### src/rtl/gpio_access_arbiter.sv
// Round-robin arbiter sharing one GPIO bank: owns the data/direction shadow registers and
// serialises masked read/write transactions. Optional owner lock enabled by GPIO_ARB_LOCK_EN.
module gpio_access_arbiter #(
   parameter  int WIDTH         = 16,
   parameter  int NREQ          = 4,
   parameter  int SETTLE_CYCLES = 2,
   localparam int IDW           = (NREQ > 1) ? $clog2(NREQ) : 1
) (
   input  logic                  clk,
   input  logic                  reset,
   input  logic [NREQ-1:0]       req_valid,
   input  logic [NREQ-1:0]       req_write,
   input  logic [NREQ-1:0]       req_dir,
   input  logic [NREQ*WIDTH-1:0] req_mask,
   input  logic [NREQ*WIDTH-1:0] req_wdata,
`ifdef GPIO_ARB_LOCK_EN
   input  logic [NREQ-1:0]       req_lock,
`endif
   output logic [NREQ-1:0]       req_ready,
   output logic                  rsp_valid,
   output logic [IDW-1:0]        rsp_id,
   output logic [WIDTH-1:0]      rsp_rdata,
   output logic [WIDTH-1:0]      gpio_data,
   output logic [WIDTH-1:0]      gpio_dir,
   input  logic [WIDTH-1:0]      gpio_rd
);

   typedef enum logic [1:0] {
      ST_IDLE   = 2'd0,
      ST_GRANT  = 2'd1,
      ST_SETTLE = 2'd2,
      ST_RESP   = 2'd3
   } state_t;

   state_t            state_q, state_d;
   logic [IDW-1:0]    ptr_q, ptr_d;
   logic [IDW-1:0]    id_q, id_d;
   logic              wr_q, wr_d;
   logic              dir_q, dir_d;
   logic [WIDTH-1:0]  mask_q, mask_d;
   logic [WIDTH-1:0]  wdata_q, wdata_d;
   logic [3:0]        cnt_q, cnt_d;
   logic [NREQ-1:0]   req_ready_q, req_ready_d;
   logic              rsp_valid_q, rsp_valid_d;
   logic [IDW-1:0]    rsp_id_q, rsp_id_d;
   logic [WIDTH-1:0]  rsp_rdata_q, rsp_rdata_d;
   logic [WIDTH-1:0]  gpio_data_q, gpio_data_d;
   logic [WIDTH-1:0]  gpio_dir_q, gpio_dir_d;
   logic [NREQ-1:0]   elig_s;
   logic [IDW-1:0]    win_s;
`ifdef GPIO_ARB_LOCK_EN
   logic              lock_q, lock_d;
   logic [IDW-1:0]    owner_q, owner_d;
   logic [NREQ-1:0]   owner_oh_s;
`endif

   function automatic logic [WIDTH-1:0] masked_merge(input logic [WIDTH-1:0] old_val,
                                                     input logic [WIDTH-1:0] new_val,
                                                     input logic [WIDTH-1:0] mask);
      return (old_val & ~mask) | (new_val & mask);
   endfunction

   // Scanning downwards lets the nearest requester after ptr overwrite farther ones.
   function automatic logic [IDW-1:0] rr_pick(input logic [NREQ-1:0] vld,
                                              input logic [IDW-1:0]  ptr);
      logic [IDW-1:0] pick;
      logic [IDW-1:0] idx;
      pick = ptr;
      for (int k = NREQ; k >= 1; k--) begin
         idx  = IDW'((int'(ptr) + k) % NREQ);
         pick = vld[idx] ? idx : pick;
      end
      return pick;
   endfunction

   // Eligible requesters and round-robin winner.
   always_comb begin
`ifdef GPIO_ARB_LOCK_EN
      owner_oh_s          = {NREQ{1'b0}};
      owner_oh_s[owner_q] = 1'b1;
      elig_s              = lock_q ? (req_valid & owner_oh_s) : req_valid;
`else
      elig_s              = req_valid;
`endif
      win_s = rr_pick(elig_s, ptr_q);
   end

   // Transaction FSM next-state and registered-output logic.
   always_comb begin
      state_d     = state_q;
      ptr_d       = ptr_q;
      id_d        = id_q;
      wr_d        = wr_q;
      dir_d       = dir_q;
      mask_d      = mask_q;
      wdata_d     = wdata_q;
      cnt_d       = cnt_q;
      req_ready_d = {NREQ{1'b0}};
      rsp_valid_d = 1'b0;
      rsp_id_d    = rsp_id_q;
      rsp_rdata_d = rsp_rdata_q;
      gpio_data_d = gpio_data_q;
      gpio_dir_d  = gpio_dir_q;
`ifdef GPIO_ARB_LOCK_EN
      lock_d      = lock_q;
      owner_d     = owner_q;
`endif
      case (state_q)
         ST_IDLE: begin
            if (|elig_s) begin
               id_d               = win_s;
               ptr_d              = win_s;
               wr_d               = req_write[win_s];
               dir_d              = req_dir[win_s];
               mask_d             = req_mask[int'(win_s)*WIDTH +: WIDTH];
               wdata_d            = req_wdata[int'(win_s)*WIDTH +: WIDTH];
               req_ready_d[win_s] = 1'b1;
`ifdef GPIO_ARB_LOCK_EN
               // While locked only the owner can win, so this both takes and releases the lock.
               lock_d             = req_lock[win_s];
               owner_d            = win_s;
`endif
               state_d            = ST_GRANT;
            end else begin
               state_d = ST_IDLE;
            end
         end
         ST_GRANT: begin
            if (wr_q) begin
               if (dir_q) begin
                  gpio_dir_d  = masked_merge(gpio_dir_q, wdata_q, mask_q);
                  rsp_rdata_d = masked_merge(gpio_dir_q, wdata_q, mask_q);
               end else begin
                  gpio_data_d = masked_merge(gpio_data_q, wdata_q, mask_q);
                  rsp_rdata_d = masked_merge(gpio_data_q, wdata_q, mask_q);
               end
               rsp_valid_d = 1'b1;
               rsp_id_d    = id_q;
               state_d     = ST_RESP;
            end else if (dir_q) begin
               rsp_rdata_d = gpio_dir_q;
               rsp_valid_d = 1'b1;
               rsp_id_d    = id_q;
               state_d     = ST_RESP;
            end else begin
               cnt_d   = 4'(SETTLE_CYCLES - 1);
               state_d = ST_SETTLE;
            end
         end
         ST_SETTLE: begin
            if (cnt_q == 4'd0) begin
               rsp_rdata_d = gpio_rd;
               rsp_valid_d = 1'b1;
               rsp_id_d    = id_q;
               state_d     = ST_RESP;
            end else begin
               cnt_d   = cnt_q - 4'd1;
               state_d = ST_SETTLE;
            end
         end
         ST_RESP: begin
            state_d = ST_IDLE;
         end
         default: begin
            state_d = ST_IDLE;
         end
      endcase
   end

   // State and output registers.
   always_ff @(posedge clk or negedge reset) begin
      if (!reset) begin
         state_q     <= ST_IDLE;
         ptr_q       <= IDW'(NREQ - 1);
         id_q        <= {IDW{1'b0}};
         wr_q        <= 1'b0;
         dir_q       <= 1'b0;
         mask_q      <= {WIDTH{1'b0}};
         wdata_q     <= {WIDTH{1'b0}};
         cnt_q       <= 4'd0;
         req_ready_q <= {NREQ{1'b0}};
         rsp_valid_q <= 1'b0;
         rsp_id_q    <= {IDW{1'b0}};
         rsp_rdata_q <= {WIDTH{1'b0}};
         gpio_data_q <= {WIDTH{1'b0}};
         gpio_dir_q  <= {WIDTH{1'b0}};
`ifdef GPIO_ARB_LOCK_EN
         lock_q      <= 1'b0;
         owner_q     <= {IDW{1'b0}};
`endif
      end else begin
         state_q     <= state_d;
         ptr_q       <= ptr_d;
         id_q        <= id_d;
         wr_q        <= wr_d;
         dir_q       <= dir_d;
         mask_q      <= mask_d;
         wdata_q     <= wdata_d;
         cnt_q       <= cnt_d;
         req_ready_q <= req_ready_d;
         rsp_valid_q <= rsp_valid_d;
         rsp_id_q    <= rsp_id_d;
         rsp_rdata_q <= rsp_rdata_d;
         gpio_data_q <= gpio_data_d;
         gpio_dir_q  <= gpio_dir_d;
`ifdef GPIO_ARB_LOCK_EN
         lock_q      <= lock_d;
         owner_q     <= owner_d;
`endif
      end
   end

   assign req_ready = req_ready_q;
   assign rsp_valid = rsp_valid_q;
   assign rsp_id    = rsp_id_q;
   assign rsp_rdata = rsp_rdata_q;
   assign gpio_data = gpio_data_q;
   assign gpio_dir  = gpio_dir_q;

endmodule

### config.mk
export PLATFORM = sky130hd
export DESIGN_NAME = gpio_access_arbiter
export DESIGN_NICKNAME = d
export VERILOG_FILES = /design/src/rtl/gpio_access_arbiter.sv
export SDC_FILE = /design/constraint.sdc
export NUM_CORES = 1
export LEC_CHECK = 0
export ABC_AREA = 1
export BUFFER_PORTS_ARGS = -buffer_cell sky130_fd_sc_hd__buf_2
export CAP_MARGIN = 0
export CORE_UTILIZATION = 45
export CTS_CLUSTER_SIZE = 16
export DETAILED_ROUTE_END_ITERATION = 16
export GPL_ROUTABILITY_DRIVEN = 1
export MAX_ROUTING_LAYER = met4
export PLACE_DENSITY = 0.72
export SYNTH_ARGS = -nofsm -noshare
export SYNTH_HDL_FRONTEND = slang
export SYNTH_SLANG_ARGS = --single-unit
### constraint.sdc
create_clock -name clk -period 4.29 [get_ports clk]
set_input_delay 0.858 -clock clk [delete_from_list [all_inputs] [get_ports clk]]
set_output_delay 0.858 -clock clk [all_outputs]
set_load 0.02 [all_outputs]
* After elaboration in Yosys (flattened, before gate mapping)
Cells that the tools add are included.
** Word-level totals
- Input bits :: 158
- Flip-flop bits (word level) :: 99
** Cells by class
- Equality and inequality tests :: 8
- Add/subtract/negate cells :: 5
- Bitwise gates (word level) :: 7
- Muxes and demuxes :: 42
- Shift-type cells :: 2
- $lt $le $gt $ge :: 6
- Reductions and logical operators :: 10
** Operators by type and width (count)
- indexed part select 64 x 7 -> 16 bit :: 2
- 2-to-1 mux 16 bit :: 4
- bitwise AND 16 bit :: 3
- bitwise OR 16 bit :: 2
- one-hot mux 16 bit (2 select lines) :: 1
- 2-to-1 mux 4 bit :: 5
- inverter 16 bit :: 1
- less-than comparator 2 x 3 -> 1 bit (second input constant) :: 5
- 2-to-1 mux 1 bit :: 14
- 2-to-1 mux 2 bit :: 7
- binary-select mux 1 bit (select 2 bit) :: 6
- AND reduction 3 bit :: 3
- != test 2 bit (second input constant) :: 4
- one-hot mux 2 bit (4 select lines) :: 1
- one-hot mux 4 bit (2 select lines) :: 1
- adder 2 x 1 -> 2 bit (second input constant) :: 2
- adder 2 bit (second input constant) :: 2
- equality test 2 bit (second input constant) :: 2
- logical NOT 4 bit :: 1
- one-hot mux 2 bit (2 select lines) :: 1
- AND reduction 4 bit :: 1
- OR reduction 4 bit :: 1
- subtractor 4 x 1 -> 4 bit (second input constant) :: 1
- != test 3 bit (second input constant) :: 1
- 9 further kinds :: 9

* Depth between registers and ports, before layout
- Depth in word-level cells :: 13
- Mapped depth :: 17

* Worst setup path before layout
OpenSTA, ideal clock, no wires.
- Kind :: input -> register
- From :: input req_valid[2]
- To :: register state_q[0]
- Required time :: 4.148 ns
- Stages :: 6
- Arrival :: 1.910 ns
- Setup slack :: 2.238 ns
- Path through :: nor4_1 -> nor2_1 -> inv_1 -> clkbuf_1 -> clkbuf_1 -> o21ai_0
** Between the ends
- Longest elaborated chain between the ends :: 3
** RTL lines
- from (decl) :: line 11 : input logic [NREQ-1:0] req_valid,
- OR reduction 4 bit :: line 110 : if (|elig_s) begin
- 2-to-1 mux 1 bit :: line 110
- one-hot mux 2 bit (4 select lines) :: line 108 : case (state_q)
- net state_d[0] :: line 35 : state_t state_q, state_d;
- to (signal assigned) :: line 192 : state_q <= state_d;
- to (decl) :: line 35
The timed path passes the listed nets, and every way through them passes these cells.
A chain may end at the register's enable or synchronous reset.

* Worst setup path after layout
- From :: register ptr_q[0]
- To :: register wdata_q[7]
** Between the ends
- Longest elaborated chain between the ends :: 8
- Elaborated cells on any way between the ends :: 17
** RTL lines
- from (decl) :: line 36 : logic [IDW-1:0] ptr_q, ptr_d;
- from (signal assigned) :: line 174 : ptr_q <= IDW'(NREQ - 1);
- from (signal assigned) :: line 193 : ptr_q <= ptr_d;
- adder 2 x 1 -> 2 bit :: line 70 : idx = IDW'((int'(ptr) + k) % NREQ);
- binary-select mux 1 bit (select 2 bit) :: line 71 : pick = vld[idx] ? idx : pick;
- 2-to-1 mux 1 bit (not written as such) :: line 71
- 2-to-1 mux 2 bit (3 in a row) :: line 71
- 2-to-1 mux 2 bit (*) :: line 71
- indexed part select 64 x 7 -> 16 bit (*) :: line 116 : wdata_d = req_wdata[int'(win_s)*WIDTH +: WIDTH];
- to (signal assigned) :: line 179 : wdata_q <= {WIDTH{1'b0}};
- to (signal assigned) :: line 198 : wdata_q <= wdata_d;
- to (decl) :: line 41 : logic [WIDTH-1:0] wdata_q, wdata_d;
Mark *: on every way between the ends. The rest lies on a longest branch, timed or not. The select of a mux whose other input is x is not followed.

==> flow_metrics.tcl <==
set metrics [dict create \
    cp_slowest_cell "inv_2" \
    clockBufferDepth 2 \
    place_congestion 0.894 \
    ys_warn_count 0 \
    antenna_cells 0 \
    grt_usage_pct 25.6 \
    cts_buffers 9 \
    holdBufCountCts 0 \
    path_cells "nand2_1 -> nand2_1 -> nand2_2 -> nand3_1 -> nand3_1 -> nand2_1 -> nand2_2 -> inv_2 -> nand3_1 -> nand2_1 -> nand2_1 -> nand2_1" \
    ir_drop_mv 0.584 \
    post-route-period-util_pct 66.4 \
    worst_pin_slew_ps 1000 \
    final-seq-area_sq_mm 0.00248 \
    clock-skew-final_ps 3.76 \
    synthCells 995 \
    hold_class "flop to flop" \
    seq_area_frac_synth_pct 38.3 \
    drt_iter0_markers 471 \
    fp.dieArea_sq_mm 0.0149 \
    grt_pass1_wl_um 28900 \
    die_w_um 122 \
    drc_errors 0 \
    cp.required_ps 4580 \
    final_cell_area_sq_mm 0.00784 \
    port_buffers 212 \
    p_total_w 0.00685 \
    area_growth_pct 21.1 \
    crit_path_max_fanout 36 \
    synth-edff-count 0 \
    vias 6692 \
    fin_cells 1361 \
    die_h_um 122 \
    wl_um 17800 \
    ys_ff_latch 99 \
    max_clock_freq_mhz 351 \
    finalWorstSetupSlack_ps 1440 \
    end_kind "flop" \
    via_per_inst 4.92 \
    cts.clk_slew.worst_paths_ps 60 \
    outcome "finished, final reports clean" \
    synth_cell_types 29 \
    clock_sinks 99 \
    antenna_found_initial 0 \
    slew_viol_final 0 \
    rsz0062_at_grt "no" \
    finalSetupTns_ps 0 \
    placed_cells_incl_taps 1346 \
    async_flop_share_pct 100 \
    grt_pass1_vias 6003 \
    cts_setup_buffers 0 \
    final_nets 1340 \
    placed_area_sq_mm 0.00756 \
    firstDrtPassIters 5 \
    fillCellCount 1452 \
    dp_hpwl_um 13500 \
    cts_root_buf "clkbuf_16" \
    ys.flop_type "dfrtp_1" \
    grt_remaining_overflow 0 \
    multi_input_area_sq_mm 0.00295 \
    final_cell_mix "nand2_1, buf_2, inv_1" \
    clk_latency_ps 340 \
    grt_max_degree 80 \
    ctsResizeCount 0 \
    worst_path_most_repeated_cell "nand2_1" \
    drive_gt1_share_pct 22.5 \
    startpoint_type "flop" \
    syn_avg_cell_area_sq_um 6.50 \
    io_pins 213 \
    maxSlewHeadroom_pct 33.3 \
    final.min_clock_period_ps 2850 \
    slowest_delay_ps 680 \
    initial_core_util_pct 46.4 \
    path_class "flop to flop" \
    maxCapViolCount 0 \
    syn_area_sq_mm 0.00647 \
    core_area_sq_mm 0.0139 \
    final-setup-viol-count 0 \
    final_common_cell "nand2_1" \
    cts_max_level 3 \
    power_density_mw_per_mm2 874 \
    hold_viol_final 0 \
    cts_tree "done" \
    wl_per_cell_um 13.1 \
    drtAntennaViolNets 0 \
    place_worst_setup_slack_ps 1180 \
    synth_fp_nets 1158 \
    leakage_nw 4.64 \
    arrival_ps 3140 \
    rows 43 \
]
critical path: cells and delay by family (launching register included):
| family | cells | cell delay, ps |
|---|---|---|
| simple gates | 11 | 1410 |
| buf+inv | 1 | 680 |
| flops | 1 | 670 |
report_power, final:
group / internal, W / switching [W]
combinational: 0.00144 / 0.00298
clock: 0.000420 / 0.000341
sequential: 0.00137 / 0.000304
total: 0.00323 / 0.00362
synthesized netlist by cell type (2+ instances only):
master / number / share of area (%)
nor2_1: 45 / 2.6
nand3_1: 130 / 10
nand3_2: 10 / 1.5
nand2_2: 7 / 0.68
dfstp_2: 2 / 0.81
inv_1: 190 / 11
o21ai_0: 87 / 6.7
buf_6: 5 / 0.87
a21oi_1: 35 / 2.7
o22ai_1: 18 / 1.7
clkbuf_1: 24 / 1.4
buf_4: 3 / 0.35
nand2_1: 301 / 17
buf_2: 21 / 1.6
dfrtp_1: 97 / 38
nor3_1: 2 / 0.15
inv_2: 2 / 0.12
ha_1: 5 / 0.97
area by class of cell:
type,count,share of cell area [%]
flip-flops and latches,99,31.6
repair buffers,226,14.9
multi-input cells,647,37.7
well taps,180,2.87
clock inverters,4,0.335
clock buffers,11,3.22
inverters,194,9.36
flip-flops by register name, indices dropped and copies added (netlist names):
| signal | count |
|---|---|
| ptr_q | 2 |
| rsp_rdata | 16 |
| state_q | 2 |
| wr_q | 1 |
| id_q | 2 |
| gpio_data | 16 |
| rsp_valid | 1 |
| gpio_dir | 16 |
| req_ready | 4 |
| wdata_q | 16 |
| rsp_id | 2 |
| cnt_q | 4 |
| dir_q | 1 |
| mask_q | 16 |
per-layer routing:
metal	vias up	part of all wire, %	global-route usage [%]
li1	3443	-	-
met1	2967	49	36.3
met2	258	44	38.0
met3	24	5.8	3.37
met4	0	1.8	7.95
met5	-	0	-
through the flow:
| stage | hold WS (ps) | utilization (%) |
|---|---|---|
| floorplan | 449 | - |
| global placement | 467 | 54.2 |
| detailed placement | 470 | 54.2 |
| CTS | 487 | 56.2 |
| global route | 516 | 56.2 |
| finish | 478 | 56.2 |
final timing paths:
check,startpoint,to,slack [ps],cells past startpoint
setup reg to reg,ptr_q[0],wdata_q[7],1440,12
max in group asynchronous,reset,wdata_q[3],2760,2
setup / recovery,ptr_q[0],wdata_q[7],1440,12
hold / removal,rsp_id[1],rsp_id[1],480,2
hold reg to reg,rsp_id[1],rsp_id[1],480,2
min in group asynchronous,reset,rsp_rdata[10],670,1
logic make-up after synthesis:
| kind of cell | after synthesis | synth area share (%) |
|---|---|---|
| compound gates | 143 | 11.5 |
| fa+ha+maj | 5 | 0.967 |
| simple gates | 499 | 33.1 |
| buf+inv | 249 | 16.1 |
| flops | 99 | 38.3 |
(Power assumes the default switching activity.)
